--- src/rtl/uart_cmd_ctrl.sv ---
// uart_cmd_ctrl: 16x baud tick generator and 4-byte command packet parser (SYNC, CMD, ARG, CHK) with valid/ready output.
// Define UART_CMD_STATS_EN to add saturating error/overrun counters with a synchronous clear.
module uart_cmd_ctrl #(
  parameter int         CLK_DIV       = 27,
  parameter int         TIMEOUT_TICKS = 512,
  parameter logic [7:0] SYNC_BYTE     = 8'hA5
) (
`ifdef UART_CMD_STATS_EN
  output logic [15:0] o_err_count,
  output logic [15:0] o_ovr_count,
  input  logic        i_stats_clr,
`endif
  input  logic       i_clk,
  input  logic       i_rst,
  output logic       o_baud_tick,
  input  logic [7:0] i_rx_data,
  input  logic       i_rx_valid,
  input  logic       i_rx_frame_err,
  output logic [7:0] o_cmd,
  output logic [7:0] o_arg,
  output logic       o_cmd_valid,
  input  logic       i_cmd_ready,
  output logic       o_err_pulse,
  output logic       o_overrun
);
  localparam int DW = $clog2(CLK_DIV);
  localparam int TW = $clog2(TIMEOUT_TICKS + 1);
  typedef enum logic [2:0] {SYNC, CMD, ARG, CHK, HOLD} state_t;
  state_t state, state_n;
  logic [DW-1:0] div;
  logic [TW-1:0] tcnt;
  logic [7:0] cmd_r, arg_r;
  logic fe_q, fe_rise, err_n, ovr_n, expired, in_pkt;
  assign o_baud_tick = div == DW'(CLK_DIV - 1);
  assign fe_rise = i_rx_frame_err & ~fe_q;
  assign o_cmd_valid = state == HOLD;
  assign in_pkt = state == CMD || state == ARG || state == CHK;
  assign expired = in_pkt && tcnt == TW'(TIMEOUT_TICKS);
  // Priority: HOLD ignores framing errors; elsewhere frame error beats a byte, and a byte beats timeout.
  always_comb begin
    state_n = state;
    err_n = 1'b0;
    ovr_n = 1'b0;
    if (state == HOLD) begin
      ovr_n = i_rx_valid;
      state_n = i_cmd_ready ? SYNC : HOLD;
    end else if (fe_rise) begin
      err_n = 1'b1;
      state_n = SYNC;
    end else if (i_rx_valid) begin
      case (state)
        SYNC: state_n = i_rx_data == SYNC_BYTE ? CMD : SYNC;
        CMD: state_n = ARG;
        ARG: state_n = CHK;
        default: begin
          state_n = i_rx_data == (SYNC_BYTE ^ cmd_r ^ arg_r) ? HOLD : SYNC;
          err_n = state_n == SYNC;
        end
      endcase
    end else if (expired) begin
      err_n = 1'b1;
      state_n = SYNC;
    end
  end
  always_ff @(posedge i_clk or posedge i_rst) begin
    if (i_rst) begin
      state <= SYNC;
      div <= '0;
      tcnt <= '0;
      cmd_r <= '0;
      arg_r <= '0;
      o_cmd <= '0;
      o_arg <= '0;
      o_err_pulse <= 1'b0;
      o_overrun <= 1'b0;
      fe_q <= 1'b0;
    end else begin
      state <= state_n;
      div <= o_baud_tick ? '0 : div + DW'(1);
      tcnt <= (!in_pkt || state_n != state || i_rx_valid) ? '0 : tcnt + TW'(o_baud_tick);
      cmd_r <= (state == CMD && state_n == ARG) ? i_rx_data : cmd_r;
      arg_r <= (state == ARG && state_n == CHK) ? i_rx_data : arg_r;
      o_cmd <= (state == CHK && state_n == HOLD) ? cmd_r : o_cmd;
      o_arg <= (state == CHK && state_n == HOLD) ? arg_r : o_arg;
      o_err_pulse <= err_n;
      o_overrun <= ovr_n;
      fe_q <= i_rx_frame_err;
    end
  end
`ifdef UART_CMD_STATS_EN
  always_ff @(posedge i_clk or posedge i_rst) begin
    if (i_rst) begin
      o_err_count <= '0;
      o_ovr_count <= '0;
    end else if (i_stats_clr) begin
      o_err_count <= '0;
      o_ovr_count <= '0;
    end else begin
      o_err_count <= (o_err_pulse && o_err_count != 16'hFFFF) ? o_err_count + 16'd1 : o_err_count;
      o_ovr_count <= (o_overrun && o_ovr_count != 16'hFFFF) ? o_ovr_count + 16'd1 : o_ovr_count;
    end
  end
`endif
endmodule
--- config.mk ---
export PLATFORM = sky130hd
export DESIGN_NAME = uart_cmd_ctrl
export DESIGN_NICKNAME = d
export VERILOG_FILES = /design/src/rtl/uart_cmd_ctrl.sv
export SDC_FILE = /design/constraint.sdc
export NUM_CORES = 1
export LEC_CHECK = 0
export ABC_AREA = 0
export CAP_MARGIN = 30
export CORE_UTILIZATION = 55
export CTS_BUF_LIST = sky130_fd_sc_hd__clkbuf_8 sky130_fd_sc_hd__clkbuf_16
export DETAILED_ROUTE_END_ITERATION = 8
export PLACE_DENSITY = 0.89
export SLEW_MARGIN = 30
export SYNTH_ARGS = -nofsm -noshare
export SYNTH_HDL_FRONTEND = slang
export SYNTH_SLANG_ARGS = --single-unit
--- constraint.sdc ---
create_clock -name i_clk -period 2.87 [get_ports i_clk]
set_clock_uncertainty 0.2 [all_clocks]
set_input_delay 0.574 -clock i_clk [delete_from_list [all_inputs] [get_ports i_clk]]
set_output_delay 0.574 -clock i_clk [all_outputs]
set_load 0.01 [all_outputs]
# Word level (Yosys, flattened, before mapping)
# Index checks and enable logic that the tools add are counted.
[classes] add_sub_neg=2 n_eq_ne=12 n_mux=16 bitwise_logic=4 reduce_logical=12
[op_table] operator="$mux 3" n=6
[op_table] operator="$eq 3x2->1 const B" n=4
[op_table] operator="$add 10x1->10" n=1
[op_table] operator="$eq 10x10->1 const B" n=1
[op_table] operator="$mux 10" n=1
[op_table] operator="$pmux 3 s3" n=1
[op_table] operator="$eq 8x8->1" n=1
[op_table] operator="$eq 8x8->1 const B" n=1
[op_table] operator="$xor 8x8->8" n=1
[op_table] operator="$mux 1" n=7
[op_table] operator="$eq 3x3->1 const B" n=2
[op_table] operator="$logic_not 3->1" n=2
[op_table] operator="$add 5x1->5 const B" n=1
[op_table] operator="$eq 5x5->1 const B" n=1
[op_table] operator="$mux 5" n=1
[op_table] operator="$logic_and 1x1->1" n=4
[op_table] operator="$logic_or 1x1->1" n=4
[op_table] operator="$not 4->4" n=1
[op_table] operator="$eq 3x1->1 const B" n=1
[op_table] operator="$ne 3x3->1" n=1
[op_table] operator="$reduce_or 3->1" n=1
[op_table] operator="$and 1x1->1" n=1
[op_table] operator="$logic_not 1->1" n=1
[op_table] operator="$not 1->1" n=1
[totals] register_bits=53 word_cells=56

# Depth between registers and ports, before layout
[depth] ltp_word=12 ltp_mapped=9

# Least setup slack after synthesis
# No wires, ideal clock.
[synth_timing] kind="in2reg" startpoint="input i_rx_data[7]" endpoint="register o_arg[0]" t_arrival_ps=2169 setup_slack_ps=376 stages=6 path_buffers=1 cell_sequence="xnor3_1 > nor4_2 > nand4_2 > nor3_4 > buf_12 > mux2_4"
[synth_via] elab_chain_len=8 word_cells_on_any_way=10 classes_between="eq/ne (3); mux (6); reduce/logical (1)"
[synth_lines] item="start, declared" line_no="16" rtl="input logic [7:0] i_rx_data,"
[synth_lines] item="$eq 8x8->1 (on tied branches)" line_no="52, 56"
[synth_lines] item="$mux 1 or $mux 3 (tied branches)" line_no="52, 56"
[synth_lines] item="$pmux 3 s3 (*)" line_no="51" rtl="case (state)"
[synth_lines] item="$mux 3 (*)" line_no="50" rtl="end else if (i_rx_valid) begin"
[synth_lines] item="$mux 3 (*)" line_no="47" rtl="end else if (fe_rise) begin"
[synth_lines] item="$mux 3 (*)" line_no="44" rtl="if (state == HOLD) begin"
[synth_lines] item="$eq 3x3->1 (*)" line_no="84" rtl="o_arg <= (state == CHK && state_n == HOLD) ? arg_r : o_arg;"
[synth_lines] item="$logic_and 1x1->1 (*)" line_no="84"
[synth_lines] item="end signal, assigned" line_no="84"
[synth_lines] item="end, declared" line_no="20" rtl="output logic [7:0] o_arg,"
# Mark *: on every way between the ends. The rest lies on a longest branch, timed or not.
# A chain may end at the register's enable or synchronous reset.

# Final worst setup path
[layout_timing] startpoint="input i_rx_data[7]" endpoint="register o_cmd[6]"
[layout_via] elab_chain_len=8 word_cells_on_any_way=10 classes_between="eq/ne (3); mux (6); reduce/logical (1)"
[layout_lines] item="$eq 8x8->1 (on tied branches)" line_no="52, 56"
[layout_lines] item="$mux 1 or $mux 3 (tied branches)" line_no="52, 56"
[layout_lines] item="$pmux 3 s3 (*)" line_no="51"
[layout_lines] item="$mux 3 (*)" line_no="50"
[layout_lines] item="$mux 3 (*)" line_no="47"
[layout_lines] item="$mux 3 (*)" line_no="44"
[layout_lines] item="$eq 3x3->1 (*)" line_no="83" rtl="o_cmd <= (state == CHK && state_n == HOLD) ? cmd_r : o_cmd;"
[layout_lines] item="$logic_and 1x1->1 (*)" line_no="83"
[layout_lines] item="end signal, assigned" line_no="83"
[layout_lines] item="end, declared" line_no="19" rtl="output logic [7:0] o_cmd,"
# Marked as above.

==> metrics.md <==
| Metric | Value |
|---|---|
| Row Count | `24` |
| Hold depth | `1` |
| Initial Utilization | `57.7%` |
| CP Launch Type | `input pin` |
| Hold Crit Class | `flip-flop to flip-flop` |
| Largest family of logic cells by synthesized area | `multiplexers` |
| Final instance area | `3040 um^2` |
| MaxCap Viol Count | `0` |
| Fin nets | `250` |
| Area after DPL | `2930 um^2` |
| Multi-input logic area | `1130 um^2` |
| Cell Chain, Critical Path | `clkdlybuf4s50_1 > xnor3_1 > nor4_2 > nand4_2 > nor3_4 > buf_4 > mux2_2` |
| Compound-Gate Fraction of Synth Area | `5.00%` |
| Register area | `1330 um^2` |
| 1st-pass router iterations | `4` |
| Predominant post-synthesis flop cell | `dfrtp_1` |
| CP max stage delay | `0.51 ns` |
| Setup-failing EPs final | `0` |
| WL final | `4450 um` |
| R2R Path Start | `arg_r[2]$_DFFE_PP0P_` |
| Synth Cell Area | `2530 um^2` |
| CTS Sinks | `53` |
| Slowest CP cell | `clkdlybuf4s50_1` |
| Die Span Y | `69.8 um` |
| Fin. max-slew vios | `0` |
| CP arrival | `2.66 ns` |
| N_diodes | `0` |
| Drt drc | `0` |
| Worst setup path class | `input pin to flip-flop` |
| Finished Layout Cells | `286` |
| PD cells | `455 nW/um^2` |
| Asr flop ratio synth | `100%` |
| Clock-pin slew on the worst setup and hold paths | `0.09 ns` |
| Largest net degree at the start of global routing | `54` |
| First-pass GRT wire length | `7670 um` |
| Post-Place Worst Slack | `-0.147 ns` |
| Clock Latency Late Sink | `0.31 ns` |
| Cell family with most CP delay | `buffers and inverters` |
| # Post-CTS Setup Buffers | `0` |
| Cell depth of the worst setup path | `7` |
| Fmax | `0.376 GHz` |
| Vias in the first global route | `1615` |
| RSZ-0062 raised after global routing | `no` |
| Initial drt markers | `96` |
| R2r worst-path depth | `6` |
| Met3 Use GR | `5.09%` |
| Routability congestion estimate | `0.815` |
| Minimum clock period | `2.66 ns` |
| Syn nets | `211` |
| Grt peak-use layer | `met2` |
| Post-DP HPWL | `3230 um` |
| Overall Global Routing Usage | `20.4%` |
| Crit Reg-Reg Endpoint | `o_cmd[6]$_DFFE_PP0P_` |
| Seq/Total Area, Yosys | `52.4%` |
| Core Area | `4380 um^2` |
| Die area | `4870 um^2` |
| Count leader, synth | `dfrtp_1` |
| GRT met1 Usage | `27.0%` |
| Worst Path Required | `2.87 ns` |
| CTS root buffer | `clkbuf_8` |
| Placed insts | `278` |
| Unique masters post-synth | `41` |
| Reg2reg setup slack | `0.56 ns` |
| CP endpoint kind | `flip-flop` |
| Syn Area/Cell | `13.0 um^2` |
| Share of the synthesized area in the top cell type | `52.4%` |
| Initial antenna violation count | `0` |
| Die X | `69.8 um` |
| Lkg Pwr | `1.47 nW` |
| Final ANT Viol Nets | `0` |
| Clock buffer count from CTS | `5` |
| Post-Syn Instances | `194` |
| Worst hold start | `div[0]$_DFF_PP0_` |
| Flop and latch count out of synthesis | `53` |
| Pwr Total | `0.00138 W` |
| Synth Area in XOR/XNOR | `10.3%` |
| Area Overhead vs Synth | `20.0%` |
| Status | `complete, no violations` |
| Hold Path End | `div[0]$_DFF_PP0_` |
| Max clock buf depth | `2` |
| CTS tree | `yes` |
| Via count | `1558` |
| Mux share of post-synthesis cell area | `15.7%` |
| Fin crit share | `92.6%` |
| Top cells by area, synth | `dfrtp_1 52%, mux2_2 9.8%, mux2_4 5.9%` |
| Final core area utilization | `69.2%` |
| Simple-Gate Fraction of Synth Area | `11.7%` |
| Vias per cell | `5.45` |
| Setup WS post-layout | `0.211 ns` |
| Buf/Inv on CP | `2` |
| IO Pins | `33` |
| Synth top cells by count | `53 x dfrtp_1, 22 x mux2_2, 18 x nor2_1` |
| Adder-Cell Fraction of Synth Area | `1.98%` |
| Final hold vios | `0` |
| Yosys top cell by area | `dfrtp_1` |
| EDFF count, synth | `0` |
| Peak supply drop | `310 uV` |
| Routed length per placed instance | `15.5 um` |
| Post-CTS Hold Buffers | `0` |
| GR Util met2 | `32.2%` |
| Htree depth | `2` |
| Global route overflow | `0` |
| Layout cell share with drive strength beyond 1 | `22.2%` |
| Slew of the pin with the lowest slew margin | `0.407 ns` |
| Max FO, Critical Path | `8` |
| Slew margin rel. | `72.8%` |
| # resized after CTS | `0` |
| Port bufs | `32` |
| Yosys Warn Count | `0` |
| Fill cell count | `328` |
registers in the layout (all words and copies together), names as in the netlist:
register	flops
tcnt	10
arg_r	8
cmd_r	8
o_arg	8
o_cmd	8
div	5
state	3
fe_q	1
o_err_pulse	1
o_overrun	1
cell usage in the layout, fill, tap and decap left out, drive strengths merged, types with 5 or more instances in the layout:
cell            n
dfrtp          53
clkdlybuf4s50  32
mux2           32
nor2           18
xor2           10
nand3          10
inv             9
clkbuf          7
buf             6
o21ai           5
power by group:
part / internal, W / switching, W / total (W)
clock: 0.000218 / 0.000235 / 0.000454
combinational: 0.0000796 / 0.0000573 / 0.000137
sequential: 0.000768 / 0.0000234 / 0.000791
worst register-to-register path: cells and delay by family, from the launching register on:
| kind | cells | cell delay [ns] |
|---|---|---|
| multiplexers | 1 | 0.35 |
| buffers and inverters | 1 | 0.22 |
| flip-flops | 1 | 0.39 |
| AND/OR/NAND/NOR | 3 | 0.61 |
| XOR/XNOR | 1 | 0.43 |
worst max path at each step:
stage,startpoint,endpoint,slack [ns]
2_1_floorplan,i_rx_data[7],o_arg[0]$_DFFE_PP0P_,0.38
3_5_place_dp,i_rx_data[7],o_cmd[6]$_DFFE_PP0P_,-0.15
5_1_grt,i_rx_data[7],o_cmd[6]$_DFFE_PP0P_,0.09
4_1_cts,i_rx_data[7],o_cmd[6]$_DFFE_PP0P_,0.19
6_report,i_rx_data[7],o_cmd[6]$_DFFE_PP0P_,0.21
3_3_place_gp,i_rx_data[7],o_cmd[6]$_DFFE_PP0P_,-0.11
per-layer routing:
metal / wire (um) / part of all wire [%]
met1: 2070 / 47
met2: 2140 / 48
met3: 167 / 3.8
met4: 68 / 1.5
met5: 0 / 0
through the flow:
step | TNS (ns) | hold slack, ns
after global routing | 0 | 0.329
final | 0 | 0.287
after CTS | 0 | 0.290
after global placement | -1.20 | 0.271
after detailed placement | -1.93 | 0.278
after floorplan | 0 | 0.254
cell type report:
type,count,area share (%)
flip-flops and latches,53,43.7
multi-input cells,126,37.3
inverters,9,1.11
well taps,52,2.14
clock inverters,1,0.165
clock buffers,7,3.17
repair buffers,38,12.4
cell families after synthesis:
group	after synthesis
and+or+nand+nor	53
DFF	53
muxes	32
xor gates and xnor gates	20
adders and majority gates	4
AOI/OAI and AO/OA	17
buffers and inverters	15
No activity file was read; power rests on OpenSTA's default activity.
==> RTL edit, RTL diff (config.mk and constraints unchanged) <==
The 5 states of `state_t` get a one-hot encoding in 5 bits.
--- a/src/rtl/uart_cmd_ctrl.sv
+++ b/src/rtl/uart_cmd_ctrl.sv
@@ -27,3 +27,3 @@
   localparam int TW = $clog2(TIMEOUT_TICKS + 1);
-  typedef enum logic [2:0] {SYNC, CMD, ARG, CHK, HOLD} state_t;
+  typedef enum logic [4:0] {SYNC = 5'b00001, CMD = 5'b00010, ARG = 5'b00100, CHK = 5'b01000, HOLD = 5'b10000} state_t;
   state_t state, state_n;
Behaviour: same outputs for any inputs over 10 cycles, from zero or initial values and one cycle with i_rst high; not proved beyond that.
==> RTL edit against the unedited design <==
- cell area up 5.5%
- setup slack lost 70 ps
- synthesized area is 4.8% higher
- total power is 4.0% lower
- combinational power shrank 27%
- die area is 4.7% higher
- final cell count rose by 8.0%
- sequential cell count is 2 higher
- routed wire length rose by 10%
- largest power group unchanged
==> RTL edit: results (changes against the unedited design) <==
| Metric | Value |
|---|---|
| Synth cell types | 39 (was 41) |
| DR WL met2 | 2.34 mm (was 2.14 mm) |
| Area after DPL | 0.00311 mm2 (was 0.00293 mm2) |
| Share of total power in sequential cells | 0.593 (was 0.573) |
| CP top delay family | simple AND/OR/NAND/NOR gates (was buffers and inverters) |
| Final wirelength | 4.90 mm (was 4.45 mm) |
| Ant diodes | 0 (unchanged) |
| Met3 GRT Util | 0.0436 (was 0.0509) |
| Vias per cell | 5.54 (was 5.45) |
| Seq/Total Area, Yosys | 0.519 (was 0.524) |
| Leakage | 1.51 nW (was 1.47 nW) |
| Filler cells | 327 (was 328) |
| Pin count of the biggest net entering global routing | 29 (was 54) |
| Die Width | 71.4 um (was 69.8 um) |
| Worst-path fanout max | 16 (was 8) |
| Post-Place Setup Slack | -217 ps (was -147 ps) |
| DP Cell Count | 301 (was 278) |
| Non-clk bufs | 44 (was 38) |
| Number of buffers inserted by post-CTS setup repair | 0 (unchanged) |
| Power, Total | 1.33 mW (was 1.38 mW) |
| Clock sinks | 55 (was 53) |
| Mapped Avg Cell Area | 12.4 um2 (was 13.0 um2) |
| Cts repair resizes | 0 (unchanged) |
| CP arrival | 2740 ps (was 2660 ps) |
| Comb power | 0.100 mW (was 0.137 mW) |
| Multi-input gates | 142 (was 126) |
| Worst hold path type | in -> async (was reg -> reg) |
| Signal buf overhead | 0.136 (was 0.124) |
| Post-Syn Nets | 231 (was 211) |
| Headroom to the max-slew limit | 0.675 (was 0.728) |
| Status | complete, no violations (unchanged) |
| ClkCell Share | 0.0289 (was 0.0334) |
| Post-route insts no fill | 309 (was 286) |
| Multi-input combinational area share | 0.375 (was 0.373) |
| Net Sw Frac | 0.242 (was 0.229) |
| GR Layer Usage met2 | 0.339 (was 0.322) |
| Post-DP HPWL | 3.52 mm (was 3.23 mm) |
| Largest cells by area after synthesis | dfrtp_1 51%, mux2_2 9.3%, mux2_4 5.7% (was dfrtp_1 52%, mux2_2 9.8%, mux2_4 5.9%) |
| Peak per-stage delay on the critical path | 560 ps (was 510 ps) |
| Met1 Track Usage GR | 0.286 (was 0.270) |
| Post-synth top cells | 54 x dfrtp_1, 26 x nor2_1, 22 x mux2_2, 10 x mux2_4, 10 x xor2_1 (was 53 x dfrtp_1, 22 x mux2_2, 18 x nor2_1) |
| Worst ir drop on vdd | 0.000253 V (was 0.000310 V) |
| Final Core Density | 0.711 (was 0.692) |
| Final GP Congestion | 0.844 (was 0.815) |
| Register area | 0.00138 mm2 (was 0.00133 mm2) |
| Nets | 273 (was 250) |
| Total track usage | 0.213 (was 0.204) |
| Slowest-stage cell, CP | or4bb_1 (was clkdlybuf4s50_1) |
| Share of cells above drive strength 1 | 0.233 (was 0.222) |
| Initial antenna violation count | 0 (unchanged) |
| Vias in the first global route | 1695 (was 1615) |
| WL met3 | 180 um (was 167 um) |
| Inverters | 8 (was 9) |
| Initial DRC count | 122 (was 96) |
| Global-route wire length before repair | 8.23 mm (was 7.67 mm) |
| Routed met1 length | 2.26 mm (was 2.07 mm) |
==> RTL edit: final timing paths <==
| path | start | endpoint | slack, ps | cells past startpoint |
|---|---|---|---|---|
| max | i_rx_data[1] | o_arg[4]$_DFFE_PP0P_ | 140 | 8 |
| min | i_rst | cmd_r[4]$_DFFE_PP0P_ | 270 | 2 |
| max reg2reg | arg_r[1]$_DFFE_PP0P_ | o_arg[4]$_DFFE_PP0P_ | 400 | 7 |
| min reg2reg | div[0]$_DFF_PP0_ | div[0]$_DFF_PP0_ | 300 | 1 |
| max in group asynchronous | i_rst | arg_r[7]$_DFFE_PP0P_ | 1670 | 3 |
| min in group i_clk | div[0]$_DFF_PP0_ | div[0]$_DFF_PP0_ | 300 | 1 |
==> RTL edit: logic make-up after synthesis <==
group	Yosys count	share of synthesized area
AND/OR/NAND/NOR	65	0.137
flip-flops	55	0.519
multiplexers	32	0.150
XOR/XNOR	22	0.105
AO/OA/AOI/OAI	19	0.0420
buffers and inverters	17	0.0283
adder cells (fa/ha/maj)	4	0.0189
